File: config.mk
export PLATFORM = sky130hd
export DESIGN_NAME = alu16_pipe_flat
export DESIGN_NICKNAME = d
export VERILOG_FILES = /design/src/rtl/alu16_pipe_if.sv /design/src/rtl/alu16_pipe.sv /design/src/flat_wrapper.sv
export SDC_FILE = /design/constraint.sdc
export NUM_CORES = 1
export LEC_CHECK = 0
export BUFFER_PORTS_ARGS = -buffer_cell sky130_fd_sc_hd__buf_2
export CAP_MARGIN = 20
export CORE_ASPECT_RATIO = 1.2
export CORE_MARGIN = 2
export CORE_UTILIZATION = 60
export CTS_CLUSTER_DIAMETER = 200
export DETAILED_ROUTE_END_ITERATION = 8
export GPL_TIMING_DRIVEN = 0
export PLACE_DENSITY = 0.9
export SLEW_MARGIN = 10
export SYNTH_ARGS = -nofsm -noshare
export SYNTH_HDL_FRONTEND = slang
export SYNTH_SLANG_ARGS = --single-unit
File: constraint.sdc
create_clock -name clk -period 5.45 [get_ports clk]
set_input_delay 0.2725 -clock clk [delete_from_list [all_inputs] [get_ports clk]]
set_output_delay 0.2725 -clock clk [all_outputs]
set_load 0.1 [all_outputs]
File: src/rtl/alu16_pipe_if.sv
`default_nettype none
// ---------------------------------------------------------------------------
// | Module      : alu16_pipe_if                                             |
// | Description : Operand/result handshake bundle for the pipelined ALU.    |
// |               master = producer/consumer side, slave = ALU side.        |
// | Revision    : 1.0  initial release                                      |
// ---------------------------------------------------------------------------
interface alu16_pipe_if #(
  parameter int W = 16
);
  logic         in_valid;
  logic         in_ready;
  logic [W-1:0] A;
  logic [W-1:0] B;
  logic [2:0]   op;
  logic         out_valid;
  logic         out_ready;
  logic [W-1:0] Y;
  logic         N;
  logic         Z;
  logic         C;
  logic         V;

  modport master (
    output in_valid, A, B, op, out_ready,
    input  in_ready, out_valid, Y, N, Z, C, V
  );

  modport slave (
    input  in_valid, A, B, op, out_ready,
    output in_ready, out_valid, Y, N, Z, C, V
  );
endinterface
`default_nettype wire

File: src/rtl/alu16_pipe.sv
`default_nettype none
// ---------------------------------------------------------------------------
// | Module      : alu16_pipe                                                |
// | Description : Two-stage 16-bit ALU. Stage 1 computes result/C/V,        |
// |               stage 2 adds N/Z and drives the registered outputs.       |
// |               Both stages advance together whenever stage 2 is empty    |
// |               or being drained.                                         |
// | Revision    : 1.0  initial release                                      |
// ---------------------------------------------------------------------------
module alu16_pipe (
  input  wire logic   clk,
  input  wire logic   rst,
  alu16_pipe_if.slave bus
);

  localparam int W = 16;

  localparam logic [2:0] OP_ADD   = 3'b000;
  localparam logic [2:0] OP_SUB   = 3'b001;
  localparam logic [2:0] OP_AND   = 3'b010;
  localparam logic [2:0] OP_OR    = 3'b011;
  localparam logic [2:0] OP_XOR   = 3'b100;
  localparam logic [2:0] OP_SHL   = 3'b101;
  localparam logic [2:0] OP_SHR   = 3'b110;
  localparam logic [2:0] OP_PASSB = 3'b111;

  // Stage 1 registers
  logic         s1_valid_q, s1_valid_d;
  logic [W-1:0] s1_y_q,     s1_y_d;
  logic         s1_c_q,     s1_c_d;
  logic         s1_v_q,     s1_v_d;

  // Stage 2 registers (drive the outputs directly)
  logic         s2_valid_q, s2_valid_d;
  logic [W-1:0] s2_y_q,     s2_y_d;
  logic         s2_n_q,     s2_n_d;
  logic         s2_z_q,     s2_z_d;
  logic         s2_c_q,     s2_c_d;
  logic         s2_v_q,     s2_v_d;

  // Combinational stage-1 datapath
  logic         adv;
  logic [W:0]   sum_w;
  logic [W:0]   diff_w;
  logic [3:0]   shamt;
  logic [4:0]   shl_idx;
  logic [3:0]   shr_idx;
  logic [W-1:0] alu_y;
  logic         alu_c;
  logic         alu_v;

  // A stalled stage 2 freezes the whole pipe, so the input side sees it at once.
  assign adv          = ~s2_valid_q | bus.out_ready;
  assign bus.in_ready = adv;

  assign bus.out_valid = s2_valid_q;
  assign bus.Y         = s2_y_q;
  assign bus.N         = s2_n_q;
  assign bus.Z         = s2_z_q;
  assign bus.C         = s2_c_q;
  assign bus.V         = s2_v_q;

  // Stage-1 operation: result plus carry/shift-out and signed overflow.
  always_comb begin
    alu_y   = '0;
    alu_c   = 1'b0;
    alu_v   = 1'b0;
    sum_w   = {1'b0, bus.A} + {1'b0, bus.B};
    // Subtraction as A + ~B + 1 so the carry reads as "no borrow".
    diff_w  = {1'b0, bus.A} + {1'b0, ~bus.B} + {{W{1'b0}}, 1'b1};
    shamt   = bus.B[3:0];
    // Last bit shifted out: A[W-s] for left, A[s-1] for right (s != 0).
    shl_idx = 5'(W) - {1'b0, shamt};
    shr_idx = shamt - 4'd1;
    case (bus.op)
      OP_ADD: begin
        alu_y = sum_w[W-1:0];
        alu_c = sum_w[W];
        alu_v = (bus.A[W-1] == bus.B[W-1]) && (sum_w[W-1] != bus.A[W-1]);
      end
      OP_SUB: begin
        alu_y = diff_w[W-1:0];
        alu_c = diff_w[W];
        alu_v = (bus.A[W-1] != bus.B[W-1]) && (diff_w[W-1] != bus.A[W-1]);
      end
      OP_AND:   alu_y = bus.A & bus.B;
      OP_OR:    alu_y = bus.A | bus.B;
      OP_XOR:   alu_y = bus.A ^ bus.B;
      OP_SHL: begin
        alu_y = bus.A << shamt;
        if (shamt != 4'd0) alu_c = bus.A[shl_idx[3:0]];
      end
      OP_SHR: begin
        alu_y = bus.A >> shamt;
        if (shamt != 4'd0) alu_c = bus.A[shr_idx];
      end
      OP_PASSB: alu_y = bus.B;
      default:  alu_y = '0;
    endcase
  end

  // Next-state for both stages: shift together on adv, otherwise hold.
  always_comb begin
    s1_valid_d = s1_valid_q;
    s1_y_d     = s1_y_q;
    s1_c_d     = s1_c_q;
    s1_v_d     = s1_v_q;
    s2_valid_d = s2_valid_q;
    s2_y_d     = s2_y_q;
    s2_n_d     = s2_n_q;
    s2_z_d     = s2_z_q;
    s2_c_d     = s2_c_q;
    s2_v_d     = s2_v_q;
    if (adv) begin
      s1_valid_d = bus.in_valid;
      s1_y_d     = alu_y;
      s1_c_d     = alu_c;
      s1_v_d     = alu_v;
      s2_valid_d = s1_valid_q;
      s2_y_d     = s1_y_q;
      s2_n_d     = s1_y_q[W-1];
      s2_z_d     = (s1_y_q == '0);
      s2_c_d     = s1_c_q;
      s2_v_d     = s1_v_q;
    end
  end

  // Pipeline registers; reset discards anything in flight.
  always_ff @(posedge clk) begin
    if (rst) begin
      s1_valid_q <= 1'b0;
      s1_y_q     <= '0;
      s1_c_q     <= 1'b0;
      s1_v_q     <= 1'b0;
      s2_valid_q <= 1'b0;
      s2_y_q     <= '0;
      s2_n_q     <= 1'b0;
      s2_z_q     <= 1'b0;
      s2_c_q     <= 1'b0;
      s2_v_q     <= 1'b0;
    end else begin
      s1_valid_q <= s1_valid_d;
      s1_y_q     <= s1_y_d;
      s1_c_q     <= s1_c_d;
      s1_v_q     <= s1_v_d;
      s2_valid_q <= s2_valid_d;
      s2_y_q     <= s2_y_d;
      s2_n_q     <= s2_n_d;
      s2_z_q     <= s2_z_d;
      s2_c_q     <= s2_c_d;
      s2_v_q     <= s2_v_d;
    end
  end

endmodule
`default_nettype wire

File: src/flat_wrapper.sv
// flat-port wrapper written by rule: the top's interface ports become plain ports
module alu16_pipe_flat 
  (clk, rst, bus_in_valid, bus_A, bus_B, bus_op, bus_out_ready, bus_in_ready, bus_out_valid, bus_Y, bus_N, bus_Z, bus_C, bus_V);
  alu16_pipe_if #(.W(16)) bus_i ();
  input  wire logic clk;
  input  wire logic rst;
  input wire logic [$bits(bus_i.in_valid)-1:0] bus_in_valid;
  input wire logic [$bits(bus_i.A)-1:0] bus_A;
  input wire logic [$bits(bus_i.B)-1:0] bus_B;
  input wire logic [$bits(bus_i.op)-1:0] bus_op;
  input wire logic [$bits(bus_i.out_ready)-1:0] bus_out_ready;
  output wire logic [$bits(bus_i.in_ready)-1:0] bus_in_ready;
  output wire logic [$bits(bus_i.out_valid)-1:0] bus_out_valid;
  output wire logic [$bits(bus_i.Y)-1:0] bus_Y;
  output wire logic [$bits(bus_i.N)-1:0] bus_N;
  output wire logic [$bits(bus_i.Z)-1:0] bus_Z;
  output wire logic [$bits(bus_i.C)-1:0] bus_C;
  output wire logic [$bits(bus_i.V)-1:0] bus_V;
  assign bus_i.in_valid = bus_in_valid;
  assign bus_i.A = bus_A;
  assign bus_i.B = bus_B;
  assign bus_i.op = bus_op;
  assign bus_i.out_ready = bus_out_ready;
  assign bus_in_ready = bus_i.in_ready;
  assign bus_out_valid = bus_i.out_valid;
  assign bus_Y = bus_i.Y;
  assign bus_N = bus_i.N;
  assign bus_Z = bus_i.Z;
  assign bus_C = bus_i.C;
  assign bus_V = bus_i.V;
  alu16_pipe u_core (.clk(clk), .rst(rst), .bus(bus_i));
endmodule
==> impl_metrics.csv, run 1 <==
group,metric,value,unit
status,status,"finished, final reports clean",
synthesis,syn-cell-area,5700,um2
synthesis,synthFlopType,"dfxtp_1",
route,routedWlPerCell,22.3,um
cts,cts_sinks,39,
floorplan,fp.coreArea,9370,um2
cts,post_cts_buffers,0,
floorplan,die_x,93.0,um
global_route,grt_pass1_vias,6598,
finish,design_area,6300,um2
cts,cts_root_buf,"clkbuf_16",
cts,clock_latency,0.28,ns
global_route,grt_overflow_total,0,
synthesis,synthCells,806,
synthesis,ys_seq_elements,39,
sta,relSlewSlack,38.3,%
route,dr.pass1.iters,8,
worst_setup_path,cp.required,5.60,ns
synthesis,yosys.area.top_type,"dfxtp_1",
cts,numCtsBuffers,5,
synthesis,synthArstFlopShare,0,%
worst_hold_path,hold_class,"input port to flip-flop",
cts,htree_levels,2,
finish,area_delta_synth_final,10.5,%
worst_setup_path,path_max_fanout,12,
floorplan,die_h,111,um
finish,nNetsFinal,965,
floorplan,die_area,10300,um2
sta,fin_setup_tns,0,ns
worst_setup_path,crit_end,"u_core.s1_c_q",
sta,hold_slack,0.247,ns
sta,hold_viol_final,0,
synthesis,synth_common_cells,"a21oi_1, nand2_1, nor2_1",
synthesis,yosys.cell_types.count,76,
worst_setup_path,reg2reg_from,"u_core.bus.out_valid",
synthesis,yosysTopAreaCellShare,13.7,%
power_and_ir_drop,p_leak,2.66,nW
finish,nFillCells,902,
sta,period_share,69.6,%
sta,clock_skew,0.00437,ns
placement,io_buffers,60,
floorplan,ios,61,
floorplan,placementRows,39,
cts,holdBufCountCts,0,
route,via_per_inst,6.86,
cts,clockBufferDepth,2,
route,ant_nets,0,
worst_setup_path,path_common_cell,"buf_2",
route,wl_met2,10600,um
worst_setup_path,worstReg2RegEnd,"u_core.s1_y_q[2]",
worst_setup_path,crit_chain,"buf_2 > buf_2 > buf_2 > inv_2 > buf_1 > ha_1 > xnor2_4 > mux4_2 > mux2i_1 > nor3_1 > a2111oi_2 > o311a_1 > a211oi_2",
worst_setup_path,cp_slowest_cell,"mux4_2",
global_route,grt_start_max_net_pins,13,
synthesis,synth.yosys.seq_area_share,13.7,%
synthesis,synth_edf_count,0,
cts,clkTransAtPathRegs,0.06,ns
placement,placedInstanceArea,6160,um2
route,vias,6835,
sta,rsz0062_at_grt,"false",
route,postRouteWirelength,22200,um
worst_setup_path,start_kind,"input port",
finish,largest_register_ffs,16,
finish,top_register,"u_core.s1_y_q",
global_route,antenna_found_initial,0,
global_route,grt_pass1_wl,34700,um
placement,gp_congestion,1.08,
route,dr.max_layer_used,"met4",
sta,min_period,3.80,ns
cts,cts_tree,"yes",
synthesis,synth_warnings,0,
synthesis,syn_nets,898,
worst_setup_path,end_kind,"flip-flop",
synthesis,synthTopCellsByArea,"dfxtp_1, ha_1, a21oi_1",
power_and_ir_drop,ir_drop,93.4,uV
finish,n_antenna_cell,0,
route,met1_length,7770,um
route,dr_wl_met3,2050,um
worst_setup_path,slowest_delay,0.55,ns
worst_setup_path,arrival,3.94,ns
worst_hold_path,hp-start,"bus_in_valid",
worst_setup_path,crit_type,"input port to flip-flop",
sta,setup_viol,0,
cts,ctsResizeCount,0,
sta,worst_slew_pin_slew,0.916,ns
sta,slew_violations,0,
floorplan,initial_utilization,60.9,%
sta,clock.fmax,0.263,GHz
worst_setup_path,reg2reg_depth,7,
route,drt_first_iter_violations,691,
global_route,grt.total_usage,42.7,%
synthesis,avgSynthCellArea,7.08,um2
power_and_ir_drop,p_per_area,198,nW/um2
route,drc,0,
synthesis,synth_most_common_cell,"a21oi_1",
worst_setup_path,startpoint,"bus_B[0]",
job,cap_violations,0,
worst_setup_path,rrSetupSlack,2.86,ns
finish,drive_gt1_share,12.8,%
placement,dp_hpwl,17600,um
## worst max-delay path: cells and delay by family
family | cells | cell delay [ns]
buffers and inverters | 5 | 1.19
multiplexers | 2 | 0.87
AO/OA/AOI/OAI | 3 | 0.66
adder cells (fa/ha/maj) | 1 | 0.43
XOR/XNOR | 1 | 0.39
AND/OR/NAND/NOR | 1 | 0.12
## routing by layer
layer / vias up / track usage (%)
met3: 134 / 6.05
li1: 3102 / -
met1: 3097 / 48.6
met2: 502 / 72.0
met5: - / 0
met4: 0 / 30.3
## metrics by stage
stage	power (mW)	util [%]	setup WS [ns]	instances
2_1_floorplan	0.769	-	2.40	806
3_3_place_gp	0.936	65.7	1.50	989
3_5_place_dp	0.940	65.7	1.49	989
4_1_cts	1.22	67.3	1.77	996
5_1_grt	1.31	67.3	1.51	996
6_report	1.25	67.3	1.65	996
## cells in the final DEF, fill, tap and decap left out, types with 9 or more instances in the layout
master,netlist,layout
mux4_2,16,16
a22oi_1,10,10
a211oi_1,16,16
o211ai_1,15,15
o221ai_1,13,13
o21ai_0,40,40
dfxtp_1,39,39
mux2i_1,18,18
a21oi_1,90,90
nor4_1,11,11
nand2_1,89,89
clkbuf_1,44,44
inv_1,48,48
nor2_1,87,87
nor2b_1,10,10
a21o_1,9,9
nand3_1,21,21
ha_1,51,51
buf_2,9,69
a221oi_1,10,10
nand2b_1,11,11
nor3_1,19,19
## power by group
part / switching (mW) / internal [mW]
clock network: 0.109 / 0.178
registers: 0.0213 / 0.312
logic: 0.427 / 0.202
## final cells by class
class	count	area (um2)	share of cell area (%)
clock inverter	1	5.00	0.0794
inverter	53	199	3.16
buffer	61	248	3.93
multi-input combinational	653	4480	71.0
clock buffer	6	139	2.20
tap	123	154	2.44
sequential	39	781	12.4
timing repair buffer	60	300	4.76
## cell families (layout without fill, tap and decap cells)
| family | count (synthesis) | count (layout) | synth area share, % |
|---|---|---|---|
| compound gates | 277 | 277 | 32.3 |
| flops | 39 | 39 | 13.7 |
| simple gates | 274 | 274 | 21.7 |
| buf+inv | 114 | 181 | 7.83 |
| xor+xnor | 5 | 5 | 1.10 |
| mux | 44 | 44 | 11.4 |
| fa+ha+maj | 53 | 53 | 11.9 |
## worst min-delay path by stage
stage                                   end  slack [ns]  cells after the start
after floorplan           u_core.s1_valid_q        0.41                      2
after global placement      u_core.bus.Y[2]        0.44                      2
after detailed placement    u_core.bus.Y[8]        0.44                      2
after CTS                 u_core.s1_valid_q        0.25                      3
after global routing      u_core.s1_valid_q        0.26                      3
final                     u_core.s1_valid_q        0.25                      3
(Power assumes the default switching activity.)
==> run 2, diff against run 1 <==
ABC_AREA = 1   (was default)
CORE_UTILIZATION = 55   (was 60)
PLACE_DENSITY = 0.87   (was 0.9)
clock period = 3.44 ns   (was 5.45 ns; I/O delays follow)
==> run 2 against run 1 <==
Combinational power up 54%. First-iteration DRC count down 14%. Largest power group unchanged. Critical endpoint is now u_core.s1_y_q[8]. Power up 60%.
==> impl_metrics.csv, run 2 <==
group,metric,value,unit
synthesis,syn-cell-area,5720,um2
power_and_ir_drop,p_int,1.09,mW
sta,min_period,2.83,ns
cts,htree_levels,2,
worst_hold_path,hp-start,"rst",
synthesis,synth_most_common_cell,"nand2_1",
floorplan,initial_utilization,56.9,%
worst_hold_path,hold_class,"input port to flip-flop",
route,routedWlPerCell,17.9,um
cts,numCtsBuffers,5,
sta,worst_slew_pin_slew,0.710,ns
cts,ctsResizeCount,0,
power_and_ir_drop,pwr-share-comb,48.3,%
cts,holdBufCountCts,0,
floorplan,die_h,116,um
status,status,"finished, final reports clean",
placement,placedInstanceArea,6170,um2
global_route,grt.total_usage,39.4,%
power_and_ir_drop,clkPwrFrac,26.0,%
route,via_per_inst,5.91,
sta,clock_skew,0.00391,ns
global_route,grt_start_max_net_pins,14,
sta,clock.fmax,0.353,GHz
placement,io_buffers,58,
global_route,grt.busiest_layer,"met2",
power_and_ir_drop,p_leak,3.48,nW
floorplan,die_area,11200,um2
synthesis,ys_seq_elements,39,
sta,slew_violations,0,
global_route,grt_use_met1,43.3,%
worst_setup_path,arrival,3.04,ns
route,postRouteWirelength,22300,um
finish,design_area,6340,um2
route,dr.pass1.iters,6,
power_and_ir_drop,switching_share,45.5,%
synthesis,synthTopCellsByArea,"nand2_1, dfxtp_1, nand3_1",
cts,cts_sinks,39,
sta,setup_viol,0,
global_route,use_met2,70.9,%
worst_setup_path,crit_type,"input port to flip-flop",
synthesis,synth.yosys.seq_area_share,13.7,%
floorplan,placementRows,40,
synthesis,synthArstFlopShare,0,%
synthesis,synth_common_cells,"nand2_1, nand3_1, inv_1",
sta,hold_slack,0.0842,ns
power_and_ir_drop,switchingPower,911,uW
finish,nFillCells,1113,
route,drt_first_iter_violations,593,
placement,gp_congestion,1.07,
synthesis,synthFlopType,"dfxtp_1",
sta,hold_viol_final,0,
finish,largest_register_ffs,16,
route,vias,7369,
synthesis,yosys.cell_types.count,38,
sta,rsz0062_at_grt,"false",
sta,fin_setup_tns,0,ns
finish,nNetsFinal,1212,
sta,period_share,82.4,%
sta,worst_slack,0.605,ns
power_and_ir_drop,p_per_area,316,nW/um2
global_route,grt_pass1_wl,35200,um
global_route,grt_pass1_vias,7133,
placement,dp_hpwl,18200,um
floorplan,fp.coreArea,10100,um2
global_route,antenna_found_initial,0,
finish,drive_gt1_share,9.46,%
global_route,grt_overflow_total,0,
finish,top_register,"u_core.s1_y_q",
synthesis,yosys.area.top_type,"nand2_1",
route,ant_nets,0,
global_route,use_met3,3.14,%
cts,cts_tree,"yes",
cts,clockBufferDepth,2,
synthesis,yosysTopAreaCellShare,19.8,%
finish,layout_commonest_cell,"nand2_1",
worst_setup_path,end_kind,"flip-flop",
finish,n_antenna_cell,0,
sta,relSlewSlack,52.5,%
finish,area_delta_synth_final,10.8,%
worst_setup_path,cp.required,3.65,ns
worst_setup_path,startpoint,"bus_B[2]",
synthesis,synthCells,1055,
synthesis,syn_nets,1147,
job,cap_violations,0,
cts,cts_root_buf,"clkbuf_16",
synthesis,synth_warnings,0,
power_and_ir_drop,ir_drop,230,uV
floorplan,ios,61,
power_and_ir_drop,p_seq_share,25.7,%
worst_setup_path,reg2reg_from,"u_core.bus.out_valid",
cts,clkTransAtPathRegs,0.06,ns
cts,clock_latency,0.28,ns
cts,post_cts_buffers,0,
synthesis,avgSynthCellArea,5.42,um2
floorplan,die_x,97.1,um
route,drc,0,
finish,layout_common_cells,"nand2_1, nand3_1, inv_1, nor2_1, buf_2",
worst_setup_path,start_kind,"input port",
synthesis,synth_edf_count,0,
placement,dp_slack,0.479,ns
worst_setup_path,path_max_fanout,11,
-- run 2: cell count changes after synthesis, sizes merged, moves of 23 or more --
cell,delta
a21oi,-23
clkbuf,-29
inv,+79
nand2,+213
nand3,+129
nor2,+33
o21ai,+32
-- run 2: logic make-up (layout without fill, tap and decap cells) --
| family | count (synthesis) | count (layout) | share of synthesized area [%] |
|---|---|---|---|
| DFF | 39 | 39 | 13.7 |
| adders and majority gates | 53 | 53 | 11.9 |
| and+or+nand+nor | 619 | 619 | 46.0 |
| AOI/OAI and AO/OA | 165 | 165 | 15.3 |
| buffers and inverters | 174 | 240 | 12.4 |
| xor gates and xnor gates | 5 | 5 | 0.766 |
-- run 2: area by class of cell --
| cell class | count | area (um2) | area share (%) |
|---|---|---|---|
| Clock buffer | 5 | 125 | 1.97 |
| Tap cell | 126 | 158 | 2.49 |
| Clock inverter | 3 | 43.8 | 0.691 |
| Sequential cell | 39 | 781 | 12.3 |
| Timing Repair Buffer | 58 | 290 | 4.58 |
| Inverter | 131 | 492 | 7.76 |
| Buffer | 43 | 220 | 3.48 |
| Multi-Input combinational cell | 842 | 4230 | 66.7 |
-- run 2: power groups by stage --
stage / clock network (mW) / logic [mW] / registers (mW)
after floorplan: 0 / 0.547 / 0.647
after global placement: 0 / 0.925 / 0.523
after detailed placement: 0 / 0.935 / 0.524
after CTS: 0.522 / 0.941 / 0.515
after global routing: 0.534 / 1.06 / 0.519
final: 0.521 / 0.968 / 0.516
-- run 2: final timing paths --
check	end	slack, ns	cells after the start
setup / recovery	u_core.s1_y_q[8]	0.61	17
hold / removal	u_core.bus.out_valid	0.08	2
setup reg to reg	u_core.s1_y_q[8]	1.17	7
hold reg to reg	u_core.bus.Y[7]	0.47	2
-- run 2: routing by layer --
metal	up-vias	share of wire [%]
met3	122	7.5
met5	-	0
li1	3560	-
met4	0	8.6
met2	428	48
met1	3259	36
-- run 2: per-stage QoR --
stage / power (mW) / cells / utilization (%)
after floorplan: 1.19 / 1055 / -
after global placement: 1.45 / 1239 / 61.3
after detailed placement: 1.46 / 1239 / 61.3
after CTS: 1.98 / 1247 / 63.0
after global routing: 2.11 / 1247 / 63.0
final: 2.00 / 1247 / 63.0
-- run 2: critical path, stage by stage --
cell and delay (ns):
buf_2 0.09, buf_4 0.18, clkinv_1 0.30, clkbuf_1 0.35, ha_1 0.36, clkbuf_2 0.18
nand2_1 0.11, nand2_1 0.08, nand3_1 0.08, nand2_1 0.15, nand2_1 0.10, nand2_1 0.08
nand2_1 0.06, nand2_1 0.04, o21ai_0 0.45, inv_1 0.09, a21oi_1 0.15
